--- config.mk ---
export PLATFORM = sky130hd
export DESIGN_NAME = jk_sequence_driver
export DESIGN_NICKNAME = d
export VERILOG_FILES = /design/src/rtl/jk_sequence_driver.sv
export SDC_FILE = /design/constraint.sdc
export NUM_CORES = 1
export LEC_CHECK = 0
export ABC_AREA = 1
export CAP_MARGIN = 20
export CORE_MARGIN = 2
export CORE_UTILIZATION = 23
export DETAILED_ROUTE_END_ITERATION = 10
export GPL_TIMING_DRIVEN = 0
export SYNTH_ARGS = -nofsm -noshare
export SYNTH_HDL_FRONTEND = slang
export SYNTH_SLANG_ARGS = --single-unit
--- constraint.sdc ---
create_clock -name C -period 2.2 [get_ports C]
set_clock_uncertainty 0.05 [all_clocks]
set_input_delay 0.44 -clock C [delete_from_list [all_inputs] [get_ports C]]
set_output_delay 0.44 -clock C [all_outputs]
set_load 0.1 [all_outputs]
--- src/rtl/jk_sequence_driver.sv ---
// jk_sequence_driver: next-state logic for a bank of external JK flops.
// Walks a programmable state table and flags divergence of the flop bank.
module jk_sequence_driver #(
   parameter int WIDTH = 4,
   parameter int DEPTH = 8,
   localparam int AW = $clog2(DEPTH)
) (
   input  logic             C,
   input  logic             R,
   input  logic             load_en,
   input  logic [AW-1:0]    load_addr,
   input  logic [WIDTH-1:0] load_data,
   input  logic [AW:0]      seq_len,
   input  logic             run,
   input  logic [WIDTH-1:0] Q_fb,
   output logic [WIDTH-1:0] J,
   output logic [WIDTH-1:0] K,
   output logic [AW-1:0]    idx,
   output logic             busy,
   output logic             wrap,
   output logic             mismatch
);

   typedef enum logic [1:0] {
      IDLE = 2'd0,
      INIT = 2'd1,
      RUN  = 2'd2,
      ERR  = 2'd3
   } state_t;

   localparam logic [AW:0] LEN_MAX = (AW+1)'(DEPTH);

   state_t           state, state_d;
   logic [AW-1:0]    idx_d;
   logic             wrap_d;
   logic             mis_d;
   logic [AW:0]      len, len_d;
   logic [AW:0]      len_in;
   logic [AW:0]      len_m1;
   logic [AW-1:0]    idx_nxt;
   logic             at_last;
   logic             wr_en;
   logic             drive;
   logic [WIDTH-1:0] target;
   logic [WIDTH-1:0] tbl [DEPTH];

   // Out-of-range lengths fall back to the full table.
   assign len_in  = (seq_len == '0 || seq_len > LEN_MAX)
                    ? LEN_MAX : seq_len;
   assign len_m1  = len - (AW+1)'(1);
   assign at_last = (idx == len_m1[AW-1:0]);
   assign idx_nxt = at_last ? '0 : idx + AW'(1);

   // Next-state, handshake flags and excitation target.
   always_comb begin
      state_d = state;
      idx_d   = idx;
      wrap_d  = 1'b0;
      mis_d   = mismatch;
      len_d   = len;
      wr_en   = 1'b0;
      drive   = 1'b0;
      target  = tbl[0];
      unique case (state)
         IDLE: begin
            wr_en = load_en;
            if (run) begin
               state_d = INIT;
               len_d   = len_in;
            end
         end
         INIT: begin
            drive   = 1'b1;
            state_d = RUN;
            idx_d   = '0;
         end
         RUN: begin
            if (!run) begin
               state_d = IDLE;
               idx_d   = '0;
            end else begin
               drive  = 1'b1;
               target = tbl[idx_nxt];
               if (Q_fb != tbl[idx]) begin
                  state_d = ERR;
                  mis_d   = 1'b1;
               end else begin
                  idx_d  = idx_nxt;
                  wrap_d = at_last;
               end
            end
         end
         ERR: begin
            if (!run) begin
               state_d = IDLE;
               mis_d   = 1'b0;
               idx_d   = '0;
            end
         end
         default: state_d = IDLE;
      endcase
   end

   // Inverse JK characteristic; J=K=1 never produced, flops hold otherwise.
   assign J = (drive && !R) ? (~Q_fb & target) : '0;
   assign K = (drive && !R) ? (Q_fb & ~target) : '0;

   assign busy = (state == INIT) || (state == RUN);

   // Control state register.
   always_ff @(posedge C) begin
      if (R) begin
         state    <= IDLE;
         idx      <= '0;
         wrap     <= 1'b0;
         mismatch <= 1'b0;
         len      <= LEN_MAX;
      end else begin
         state    <= state_d;
         idx      <= idx_d;
         wrap     <= wrap_d;
         mismatch <= mis_d;
         len      <= len_d;
      end
   end

   // Sequence table; writable only while idle, cleared by reset.
   always_ff @(posedge C) begin
      if (R) begin
         for (int i = 0; i < DEPTH; i++) tbl[i] <= '0;
      end else if (wr_en) begin
         tbl[load_addr] <= load_data;
      end
   end

endmodule

==> impl_results.md <==
- Fillers: 1191
- Pin count of the biggest net entering global routing: 17
- End of the worst hold path: mismatch
- Pwr/cell area: 990 nW/um^2
- Clk_lat worst skew: 0.29 ns
- Setup ws final: -0.543 ns
- Ant. Diodes: 0
- Total Nets Final: 455
- Fmax: 0.365 GHz
- Synth unique cells: 27
- Util after Layout: 33.4%
- R2r setup slk: 0.30 ns
- Layout Cells excl Fill: 573
- Failing checks: setup timing
- Clock network fraction of total power: 23.1%
- Mapped Nets: 408
- Hold_buf cts: 0
- Psw: 1.60 mW
- Detail Route Antenna Nets: 0
- Final Cycle Share: 125%
- Die area: 12900 um^2
- Number of global-route vias before repair: 2440
- Tmin final: 2.74 ns
- Final hold violations: 0
- Placed cells: 557
- Mean routed wirelength per cell: 12.9 um
- CTS sink cnt: 45
- Crit. End Element: output pin
- Chip width: 113 um
- Hold path depth: 2
- Reg2Reg Depth: 7
- GRT overflow: 0
- Share of cells above drive strength 1: 20.7%
- CTS Buffer Depth: 2
- Placer Congestion: 0.876
- RSZ-0062 raised after global routing: true
- Detailed placement HPWL: 5610 um
- Critical-path maximum fanout: 5
- Synthesized instance count: 382
- Port Buffer Count: 32
- Die span in y: 113 um
- Root buffer cell: clkbuf_16
- Run status: finished with violations
- First-pass GRT wire length: 12000 um
- Power share of the sequential group: 28.2%
- Area growth, synth to finish: 40.2%
- CTS Buf Count: 5
- Antenna violations before repair: 0
- Placed cell area: 3390 um^2
- Hold crit path type: reg2reg
- Core ar.: 11600 um^2
- Vias per inst: 4.39
- DRC Markers: 0
- Startpoint types: flop
- Drt first pass iters: 4
- CTS clk-pin slew, worst paths: 0.07 ns
- Total track usage: 11.9%
- # setup viols final: 8
- Max_slew headroom: 36.3%
- Via Count: 2518
- Syn Std Cell Area: 2760 um^2
- Final instance area: 3860 um^2
- Hold path startpoint: mismatch
- Warnings, synthesis: 0
- Leak pwr: 1.67 nW
- Peak supply drop: 395 uV
- Combinational power share: 48.7%
- Sequential share of the synthesized area: 44.3%
- Number of cell rows: 39
- Final slew viol count: 0
- Ports: 33
- TritonCTS clock tree: built
- Reg2Reg Launch Point: state[1]
- DR iter-0 viols: 135
- Req. time, crit path: 1.71 ns
- RR Endpoint: idx[1]
- Max_cap viols: 0
- Worst slew pin tran: 0.959 ns
- Critical Path AT: 2.25 ns
- Sw Share: 41.9%
- Initial Utilization: 23.8%
- Htree depth: 2
- DRT Wirelength: 7380 um
- CP Class: reg2out
- Seq cells post-synth: 45
- Average footprint of a synthesized cell: 7.21 um^2
- Internal Power: 2.22 mW
## synthesized netlist by cell type
cell type    n  share of area, %
buf_6        2              0.82
o21ai_0      9               1.6
xnor2_1      2              0.64
o21ai_1      1              0.18
inv_1       56               7.6
buf_4        3              0.82
nand2_1    110                15
nand3b_1     3              0.82
nor3_2       1              0.36
nand2_2      4              0.91
inv_4        1              0.23
clkbuf_1     2              0.27
nor3_1       1              0.18
nor2_2       2              0.45
buf_2        1              0.18
nand3_1     51               9.3
ha_1         7               3.2
a21oi_1     16               2.9
o211ai_1     3              0.82
mux2i_1      1              0.36
nor2_1      55               7.5
xor2_1       1              0.32
nand2_4      1              0.41
edfxtp_1    32                35
a211oi_1     2              0.54
dfxtp_1     13               9.4
inv_2        2              0.27
## logic make-up (layout without fill, tap and decap cells)
group                    after synthesis  in the layout  share of synthesized area (%)
AND/OR/NAND/NOR                      228            228                           34.9
AO/OA/AOI/OAI                         31             31                           6.08
flip-flops                            45             45                           44.3
buffers and inverters                 67            115                           10.2
adder cells (fa/ha/maj)                7              7                           3.18
XOR/XNOR                               3              3                          0.954
multiplexers                           1              1                          0.363
## state kept, by name (all words and copies together) (netlist names), named ones only
name / count
idx: 3
len: 3
mismatch: 1
state: 2
tbl: 32
wrap: 1
## cell type report
class                           instances  area, um^2  share of cell area, %
Tap cell                              143         179                   4.63
Inverter                               59         240                   6.22
Clock inverter                          3        48.8                   1.26
Clock buffer                            5         125                   3.24
Timing Repair Buffer                   40         475                   12.3
Multi-Input combinational cell        270        1490                   38.6
Sequential cell                        45        1230                   32.0
Buffer                                  8        68.8                   1.78
## cells in the final DEF (no fill, tap or decap), drive strengths merged
cell           instances
nand3                 51
a211oi                 2
bufinv                 1
xnor2                  2
nand3b                 3
clkdlybuf4s50         17
ha                     7
o21ai                 10
inv                   57
edfxtp                32
xor2                   1
clkbuf                 8
clkinvlp               4
o211ai                 3
dlygate4sd2            6
buf                   21
nor2                  57
clkdlybuf4s15          1
nand2                115
dfxtp                 13
a21oi                 16
nor3                   2
mux2i                  1
## metal layers
metal | track usage, % | vias up | part of all wire, %
li1 | - | 1310 | -
met1 | 16.3 | 1129 | 46
met2 | 18.8 | 68 | 45
met3 | 2.55 | 11 | 6.7
met4 | 3.58 | 0 | 1.7
met5 | 0 | - | 0
## how the worst max path moves through the flow
| stage | startpoint | to | slack, ns | cells after the start |
|---|---|---|---|---|
| 2_1_floorplan | len[0] | J[3] | -0.30 | 13 |
| 3_3_place_gp | run | J[2] | -1.69 | 10 |
| 3_5_place_dp | run | J[2] | -1.69 | 10 |
| 4_1_cts | len[0] | J[1] | -0.58 | 14 |
| 5_1_grt | len[0] | J[2] | -0.67 | 14 |
| 6_report | len[0] | J[2] | -0.54 | 14 |
## stage by stage
step / TNS (ns) / hold slack, ns / power (mW) / setup WS (ns)
finish: -3.98 / 0.433 / 3.83 / -0.543
global route: -5.00 / 0.451 / 4.06 / -0.665
CTS: -4.35 / 0.424 / 3.63 / -0.577
detailed placement: -22.62 / 0.418 / 2.63 / -1.69
global placement: -23.03 / 0.416 / 2.62 / -1.69
floorplan: -2.06 / 0.398 / 2.30 / -0.298
## critical path, cell delays in order, from the launching register on
cell,delay (ns)
dfxtp_2,0.33
inv_2,0.05
ha_4,0.28
xnor2_4,0.12
nor2_4,0.06
nand2_8,0.13
nand2_8,0.08
clkbuf_16,0.17
nand2_1,0.06
o211ai_1,0.07
nand3_1,0.11
nand3_2,0.11
nand2_2,0.11
clkinvlp_4,0.09
buf_12,0.17
## what timing repair did
action | 4_1_cts | 5_1_grt
cloned | 1 | 1
pin swaps | 14 | 20
endpoints found under the setup margin | 14 | 40
resized for setup | 101 | 22
setup buffers | 3 | 3
endpoints found under the hold margin | 0 | 0
## power by group through the flow
stage          combinational [mW]  clock [mW]  sequential, mW
4_1_cts                      1.66       0.895            1.07
2_1_floorplan                1.08           0            1.21
3_3_place_gp                 1.53           0            1.09
5_1_grt                      2.04       0.927            1.09
3_5_place_dp                 1.54           0            1.09
6_report                     1.86       0.882            1.08
(Power assumes the default switching activity.)
